File: config.mk
export PLATFORM = sky130hd
export DESIGN_NAME = stream_packetizer
export DESIGN_NICKNAME = d
export VERILOG_FILES = /design/src/rtl/stream_packetizer.sv
export SDC_FILE = /design/constraint.sdc
export NUM_CORES = 1
export LEC_CHECK = 0
export BUFFER_PORTS_ARGS = -buffer_cell sky130_fd_sc_hd__buf_2
export CAP_MARGIN = 5
export CORE_UTILIZATION = 52
export CTS_CLUSTER_DIAMETER = 200
export DETAILED_ROUTE_END_ITERATION = 6
export PLACE_DENSITY = 0.77
export SYNTH_ARGS = -nofsm -noshare
export SYNTH_HDL_FRONTEND = slang
export SYNTH_SLANG_ARGS = --single-unit
File: constraint.sdc
create_clock -name clk -period 6.2 [get_ports clk]
set_input_delay 0.93 -clock clk [delete_from_list [all_inputs] [get_ports clk]]
set_output_delay 0.93 -clock clk [all_outputs]
set_load 0.03 [all_outputs]
File: src/rtl/stream_packetizer.sv
`default_nettype none
// ============================================================================
// stream_packetizer: cuts a beat stream into packets of at most MAX_PKT_LEN,
// closing idle partial packets after TIMEOUT cycles.      Rev 1.0
// ============================================================================
module stream_packetizer #(
  parameter int DATA_WIDTH  = 32,
  parameter int MAX_PKT_LEN = 16,
  parameter int TIMEOUT     = 256
) (
  input  logic                  clk,
  input  logic                  rst,
  input  logic [DATA_WIDTH-1:0] s_tdata,
  input  logic                  s_tvalid,
  output logic                  s_tready,
  input  logic                  s_tlast,
  output logic [DATA_WIDTH-1:0] m_tdata,
  output logic                  m_tvalid,
  input  logic                  m_tready,
  output logic                  m_tlast,
  output logic [15:0]           pkt_count,
  output logic [15:0]           timeout_count
);

  localparam int c_idx_w  = $clog2(MAX_PKT_LEN);
  localparam int c_idle_w = $clog2(TIMEOUT);
  localparam logic [c_idx_w-1:0]  c_idx_last = c_idx_w'(MAX_PKT_LEN - 1);
  localparam logic [c_idle_w-1:0] c_idle_max = c_idle_w'(TIMEOUT - 1);

  logic [DATA_WIDTH-1:0] r_h_data;
  logic                  r_h_v;
  logic                  r_h_last;
  logic [c_idx_w-1:0]    r_idx;
  logic [c_idle_w-1:0]   r_idle;

  logic w_o_free;
  logic w_accept;
  logic w_idle_hit;
  logic w_new_last;
  logic w_move;
  logic w_move_last;
  logic w_timeout;

  always_comb begin
    w_o_free    = !m_tvalid || m_tready;
    s_tready    = !r_h_v || w_o_free;
    w_accept    = s_tvalid && s_tready;
    w_idle_hit  = (r_idle == c_idle_max);
    w_new_last  = s_tlast || (r_idx == c_idx_last);
    w_move      = r_h_v && w_o_free && (w_accept || r_h_last || w_idle_hit);
    // A beat arriving on the timeout cycle wins: the held beat keeps its own end flag.
    w_move_last = w_accept ? r_h_last : 1'b1;
    w_timeout   = r_h_v && !r_h_last && w_o_free && w_idle_hit && !w_accept;
  end

  always_ff @(posedge clk or posedge rst) begin
    if (rst) begin
      r_h_data      <= '0;
      r_h_v         <= 1'b0;
      r_h_last      <= 1'b0;
      r_idx         <= '0;
      r_idle        <= '0;
      m_tdata       <= '0;
      m_tvalid      <= 1'b0;
      m_tlast       <= 1'b0;
      pkt_count     <= '0;
      timeout_count <= '0;
    end else begin
      if (w_accept) begin
        r_h_data <= s_tdata;
        r_h_last <= w_new_last;
        r_h_v    <= 1'b1;
        r_idx    <= w_new_last ? '0 : r_idx + c_idx_w'(1);
      end else if (w_move) begin
        r_h_v <= 1'b0;
      end

      if (w_timeout) begin
        r_idx         <= '0;
        timeout_count <= timeout_count + 16'd1;
      end

      if (w_accept || !r_h_v) begin
        r_idle <= '0;
      end else if (!r_h_last && !w_idle_hit) begin
        r_idle <= r_idle + c_idle_w'(1);
      end

      if (w_move) begin
        m_tvalid <= 1'b1;
        m_tdata  <= r_h_data;
        m_tlast  <= w_move_last;
      end else if (m_tready) begin
        m_tvalid <= 1'b0;
      end

      if (m_tvalid && m_tready && m_tlast) begin
        pkt_count <= pkt_count + 16'd1;
      end
    end
  end

endmodule
`default_nettype wire

==> results of run 1 <==
[sequential cells by signal, summed over array words and instances (netlist names), 4 cells and up]
name           count
r_h_data          32
timeout_count     16
m_tdata           32
pkt_count         16
r_idle             8
r_idx              4
[cell usage after synthesis (2+ instances only)]
master,instances
dfrtp_1,112
mux2_2,36
mux2_4,31
xnor2_1,28
nand3_1,16
nor2_1,14
nand2_1,12
nand4_1,11
inv_1,7
xor2_1,7
a21oi_1,6
and3_1,5
and4_1,5
buf_2,4
ha_1,4
nor3_1,4
a31oi_1,3
buf_6,3
clkbuf_1,3
nor4_1,3
a22o_1,2
and2_1,2
nand2_2,2
nand2b_1,2
nand3_2,2
nand3b_1,2
nor2b_1,2
[logic make-up after synthesis]
| family | after synthesis | share of synthesized area [%] |
|---|---|---|
| AO/OA/AOI/OAI | 20 | 3.20 |
| XOR/XNOR | 35 | 6.37 |
| adder cells (fa/ha/maj) | 4 | 1.04 |
| buffers and inverters | 17 | 1.90 |
| flip-flops | 112 | 58.3 |
| multiplexers | 68 | 18.3 |
| AND/OR/NAND/NOR | 88 | 10.9 |
[how the worst max path moves through the flow]
stage / start / to / slack [ns] / cells past startpoint
global placement: m_tready / m_tdata[15] / 3.36 / 5
global route: m_tready / m_tdata[16] / 3.60 / 5
finish: m_tready / m_tdata[15] / 3.71 / 5
detailed placement: m_tready / m_tdata[16] / 3.30 / 5
CTS: m_tready / m_tdata[16] / 3.69 / 5
floorplan: rst / m_tdata[0] / 2.31 / 1
[layout make-up]
type / instances / share of cell area (%)
flip-flops and latches: 112 / 49.9
clock inverters: 7 / 1.36
well taps: 108 / 2.41
multi-input cells: 215 / 34.1
clock buffers: 9 / 2.21
repair buffers: 105 / 9.45
inverters: 7 / 0.513
[power groups by stage]
stage / Clock (mW) / Combinational [mW] / Sequential, mW
finish: 0.443 / 0.778 / 1.04
global route: 0.480 / 0.830 / 1.06
CTS: 0.451 / 0.790 / 1.04
detailed placement: 0 / 0.791 / 1.05
global placement: 0 / 0.766 / 1.04
floorplan: 0 / 0.332 / 1.28
[cell usage in the layout (no fill, tap or decap), drive strengths merged, types with 2 or more instances in the layout]
cell type,Yosys,final
xor2,7,7
dfrtp,112,112
nor3,5,5
nand4,12,12
a31oi,3,3
mux2,67,67
nor2b,2,2
clkbuf,3,9
nor2,14,14
xnor2,28,28
nand2,14,14
a22o,2,2
and3,5,5
inv,7,10
a21oi,6,6
o211ai,2,2
nand3,18,18
nor4,4,4
nand3b,2,2
and4,5,5
buf,7,105
nand2b,2,2
and2,2,2
ha,4,4
clkinv,0,2
[per-layer routing]
| metal | GRT usage [%] | up-vias | share of wire [%] |
|---|---|---|---|
| li1 | - | 1435 | - |
| met1 | 24.6 | 1507 | 46 |
| met2 | 31.6 | 74 | 48 |
| met3 | 5.30 | 8 | 5.1 |
| met4 | 5.63 | 0 | 1.0 |
| met5 | 0 | - | 0 |
[metrics by stage]
stage                     total power, mW  util (%)
after global placement               1.81      61.2
final                                2.26      63.4
after floorplan                      1.62         -
after detailed placement             1.84      61.2
after global routing                 2.37      63.4
after CTS                            2.28      63.4
==> impl_results.md, run 1 <==
- Mapped Avg Cell Area: 14.0 sq um
- Slew headroom: 27.6%
- CTS HTree Levels: 3
- Hold Path Sink: pkt_count[15]
- Dominant cells by area after synthesis: dfrtp_1 (58%), mux2_4 (9.7%), mux2_2 (8.4%), xnor2_1 (5.1%), nand3_1 (1.7%)
- Core region area: 8850 sq um
- Power Dens Cells: 403 nW/um^2
- Reg-to-reg startpoint: r_idle[0]
- Skew final: 0.0106 ns
- Largest net degree at the start of global routing: 58
- Nets@finish: 491
- DRT antenna net count: 0
- Fmax: 402 MHz
- Via Count: 3024
- Least-Margin Pin Slew: 1.08 ns
- Synth-to-layout area growth: 16.7%
- Min cycle time layout: 2.49 ns
- Reg2Reg Capture Point: m_tdata[18]
- Kind of end point of the critical path: flop
- Switching share of total power: 36.6%
- Failing checks: DRC
- Hold Crit Start: pkt_count[15]
- Wire per inst: 15.3 microns
- Final Hold Fails: 0
- Crit path max-delay cell type: nand2_2
- Vias per inst: 5.37
- Yosys Warn Count: 0
- Root Buffer: clkbuf_8
- RSZ-0062 raised after global routing: no
- Setup violation total in the final timing report: 0
- CTS sink cnt: 112
- Post-CTS Hold Fix Bufs: 0
- Seq pwr share: 45.9%
- Rows: 34
- Clock tree buffer depth: 2
- Final cell count without fillers: 563
- Post-CTS Setup Inserts: 0
- Die width: 98.2 microns
- Crit Path Class: in -> reg
- MaxCap Viol Count: 0
- Combinational power share: 34.4%
- Ant diodes: 0
- HP Class: reg -> reg
- Top cell type's share of synthesized area: 58.3%
- Layout cell share with drive strength beyond 1: 44.0%
- Asr flop ratio synth: 100%
- Final worst-path cycle share: 40.1%
- Clock transition at path regs: 0.11 ns
- Crit path launch type: primary input
- Cell family with most CP delay: simple AND/OR/NAND/NOR gates
- CP max FO: 32
- Crit path DAT: 2.75 ns
- Post-synth EDFFs: 0
- Peak VDD IR: 0.000239 V
- Sequential area share after synthesis: 58.3%
- Total global-route track usage: 19.1%
- Clk pwr share: 19.6%
- Vias in the first global route: 3088
- Reg2reg setup slack: 3.91 ns
- Leak: 2.75 nW
- Setup TNS: 0 ns
- Grt ovf: 0
- Worst Hold Depth: 1
- CP Data Required Time: 6.46 ns
- Crit path largest cell delay: 0.79 ns
- Most used DFF post-synth: dfrtp_1
- Post-Syn Area: 4810 sq um
- Die height: 98.2 microns
- Cts bufs inserted: 9
- IO Pins: 104
- Initial DRC count: 99
- Filler cell count: 724
- DP HPWL: 5950 microns
- First-pass GRT wire length: 14600 microns
- Final Wtd Congestion: 0.785
- Number of distinct library cells after synthesis: 43
- Die footprint: 9640 sq um
- Outcome: finished, violations left
- Post-route DRC violation count: 5
- Final Max Slew Viols: 0
- Antenna violations before repair: 0
- Area occupied by multi-input gates: 1920 sq um
- Power Internal: 1.43 mW
- Net Switching: 0.826 mW
- Placed cell area: 5410 sq um
- CP bufs+invs: 1
- FF/Latch Area: 2800 sq um
- Setup WS pre-CTS: 3.30 ns
- Latest clock arrival within the worst-skew pair: 0.36 ns
- Detailed Route WL: 8600 microns
- Sequence of cells on the critical path: buf_2, nand2b_1, and2_1, nand2_2, mux2_2
- Area leader, netlist: dfrtp_1
- Reg2Reg Depth: 5
- Mapped Cells: 344
- Final worst slack: 3.71 ns
- Router iterations before antenna repair: 7
- Yosys reg bits: 112
- Worst Hold Slack: 0.486 ns
- CTS tree: yes
- Design area: 5610 sq um
- Post-cts sizing count: 0
- Synth Net Count: 385
- Number of port buffers: 103
- Initial Util: 54.4%
- Placed cells: 547
No activity file was read; power rests on OpenSTA's default activity.
==> run 2, diff against run 1 <==
==> constraint.sdc (replaced) <==
create_clock -name clk -period 2.4 [get_ports clk]
set_input_delay 0.36 -clock clk [delete_from_list [all_inputs] [get_ports clk]]
set_output_delay 0.36 -clock clk [all_outputs]
set_load 0.03 [all_outputs]
==> run 2 against run 1 <==
Compared with the run above: the run still ends with DRC left; cell count grew 0.53%; global-route usage shrank 0.40 points; register-to-register slack lost 3.3 ns; critical path depth is the same; die area is the same; non-clock buffer count grew 3; sequential cell count is the same; hold slack lost 0.33 ns; sequential share of layout area shrank 0.25 points; first-iteration DRC count grew 16%; critical endpoint is now timeout_count[1].
==> impl_results.md, run 2 (synthesis results as in run 1) <==
- Outcome: finished, violations left (unchanged)
- Failing checks: DRC (unchanged)
- First-pass GRT wire length: 14200 microns (was 14600 microns)
- Peak VDD IR: 0.000525 V (was 0.000239 V)
- Via Count: 3009 (was 3024)
- Final Max Slew Viols: 0 (unchanged)
- Rows: 34 (unchanged)
- Nets@finish: 494 (was 491)
- Ant diodes: 0 (unchanged)
- Cts bufs inserted: 9 (unchanged)
- DP HPWL: 5910 microns (was 5950 microns)
- Initial Util: 54.4% (unchanged)
- Root Buffer: clkbuf_8 (unchanged)
- Post-CTS Setup Inserts: 0 (unchanged)
- Fmax: 548 MHz
- RSZ-0062 raised after global routing: no (unchanged)
- IO Pins: 104 (unchanged)
- Largest registers: m_tdata: 32 flops, r_h_data: 32 flops (unchanged)
- Final Util: 63.8% (was 63.4%)
- Worst Hold Slack: 0.161 ns (was 0.486 ns)
- Setup TNS: 0 ns (unchanged)
- Power Dens Cells: 1020 nW/um^2 (was 403 nW/um^2)
- Die width: 98.2 microns (unchanged)
- Latest clock arrival within the worst-skew pair: 0.36 ns (about the same)
- Placed cell area: 5450 sq um (was 5410 sq um)
- Skew final: 0.0115 ns (was 0.0106 ns)
- Commonest non-fill, non-tap cells in the layout: dfrtp_1 (112), buf_2 (103), mux2_2 (36) (unchanged)
- Clock tree buffer depth: 2 (unchanged)
- Total global-route track usage: 18.7% (was 19.1%)
- Area occupied by multi-input gates: 1920 sq um (unchanged)
- Detailed Route WL: 8420 microns (was 8600 microns)
- Die height: 98.2 microns (unchanged)
- DRT antenna net count: 0 (unchanged)
- CTS HTree Levels: 3 (unchanged)
- Final Wtd Congestion: 0.764 (was 0.785)
- Core region area: 8850 sq um (unchanged)
- Placed cells: 550 (was 547)
- Vias per inst: 5.32 (was 5.37)
- Kind of end point of the critical path: flop (unchanged)
- Router iterations before antenna repair: 6 (was 7)
- Vias in the first global route: 3017 (was 3088)
- Crit path launch type: flop (was primary input)
- Final worst-path cycle share: 76.0%
- Setup violation total in the final timing report: 0 (unchanged)
- HP Class: in -> async (was reg -> reg)
- Design area: 5640 sq um (was 5610 sq um)
- Layout cell share with drive strength beyond 1: 44.1% (was 44.0%)
- CP max FO: 9 (was 32)
- Min cycle time layout: 1.82 ns
- FF/Latch Area: 2800 sq um (unchanged)
- Crit Path Class: reg -> reg (was in -> reg)
- Post-CTS Hold Fix Bufs: 0 (unchanged)
- Final Hold Fails: 0 (unchanged)
- Initial DRC count: 115 (was 99)
- CTS sink cnt: 112 (unchanged)
- Power, Total: 5.76 mW (was 2.26 mW)
- CP Data Required Time: 2.65 ns (was 6.46 ns)
- Final worst slack: 0.577 ns (was 3.71 ns)
- Synth-to-layout area growth: 17.3% (was 16.7%)
- Antenna violations before repair: 0 (unchanged)
- Final cell count without fillers: 566 (was 563)
- Crit path DAT: 2.07 ns (was 2.75 ns)
- Leak: 2.76 nW (was 2.75 nW)
- Setup WS pre-CTS: 0.561 ns (was 3.30 ns)
- Slew headroom: 62.5% (was 27.6%)
- Wire per inst: 14.9 microns (was 15.3 microns)
- Reg2Reg Depth: 5 (unchanged)
- Filler cell count: 700 (was 724)
- MaxCap Viol Count: 0 (unchanged)
- Most common cell after layout, fill and taps aside: dfrtp_1 (unchanged)
- Post-route DRC violation count: 8 (was 5)
- Grt ovf: 0 (unchanged)
- Least-Margin Pin Slew: 0.563 ns (was 1.08 ns)
- Post-cts sizing count: 0 (unchanged)
- Clock transition at path regs: 0.10 ns (was 0.11 ns)
- Die footprint: 9640 sq um (unchanged)
- Largest net degree at the start of global routing: 113 (was 58)
- CTS tree: yes (unchanged)
- Number of port buffers: 103 (unchanged)
[run 2: changes by cell type in the layout (fill, tap and decap cells not counted)]
cell,before,now
clkinvlp_4,1,3
buf_12,0,1
bufinv_16,1,0
inv_8,1,0
clkbuf_1,0,1
clkinv_2,2,0
inv_6,2,1
inv_4,1,0
clkbuf_8,9,12
buf_4,2,4
[run 2: worst paths after layout]
| check | startpoint | to | slack (ns) |
|---|---|---|---|
| worst max register to register | r_idle[0] | timeout_count[1] | 0.58 |
| min in group clk | s_tdata[24] | r_h_data[24] | 0.22 |
| worst min-delay path | rst | pkt_count[1] | 0.16 |
| worst min register to register | timeout_count[15] | timeout_count[15] | 0.47 |
| worst max-delay path | r_idle[0] | timeout_count[1] | 0.58 |
| max in group asynchronous | rst | timeout_count[7] | 1.83 |
[run 2: routing by layer]
| metal | track usage (%) | share of wire [%] |
|---|---|---|
| met1 | 25.0 | 47 |
| met2 | 29.1 | 46 |
| met3 | 6.01 | 5.9 |
| met4 | 5.97 | 1.2 |
| met5 | 0 | 0 |
[run 2: layout make-up]
| type | instances | area share (%) |
|---|---|---|
| multi-input combinational | 215 | 34.0 |
| timing repair buffer | 108 | 10.0 |
| tap | 108 | 2.39 |
| sequential | 112 | 49.7 |
| clock inverter | 3 | 0.421 |
| inverter | 7 | 0.532 |
| clock buffer | 13 | 2.99 |
[run 2: where the power goes]
group	internal, mW	switching (mW)	leakage [nW]
sequential	2.35	0.329	1.38
clock	0.468	0.604	0.0923
combinational	0.858	1.15	1.29
[run 2: critical path: stages, from the launching register on]
cell and delay (ns):
dfrtp_1 0.40, ha_1 0.26, nand4b_2 0.22, nor3_4 0.41
nand2_2 0.13, mux2_4 0.31
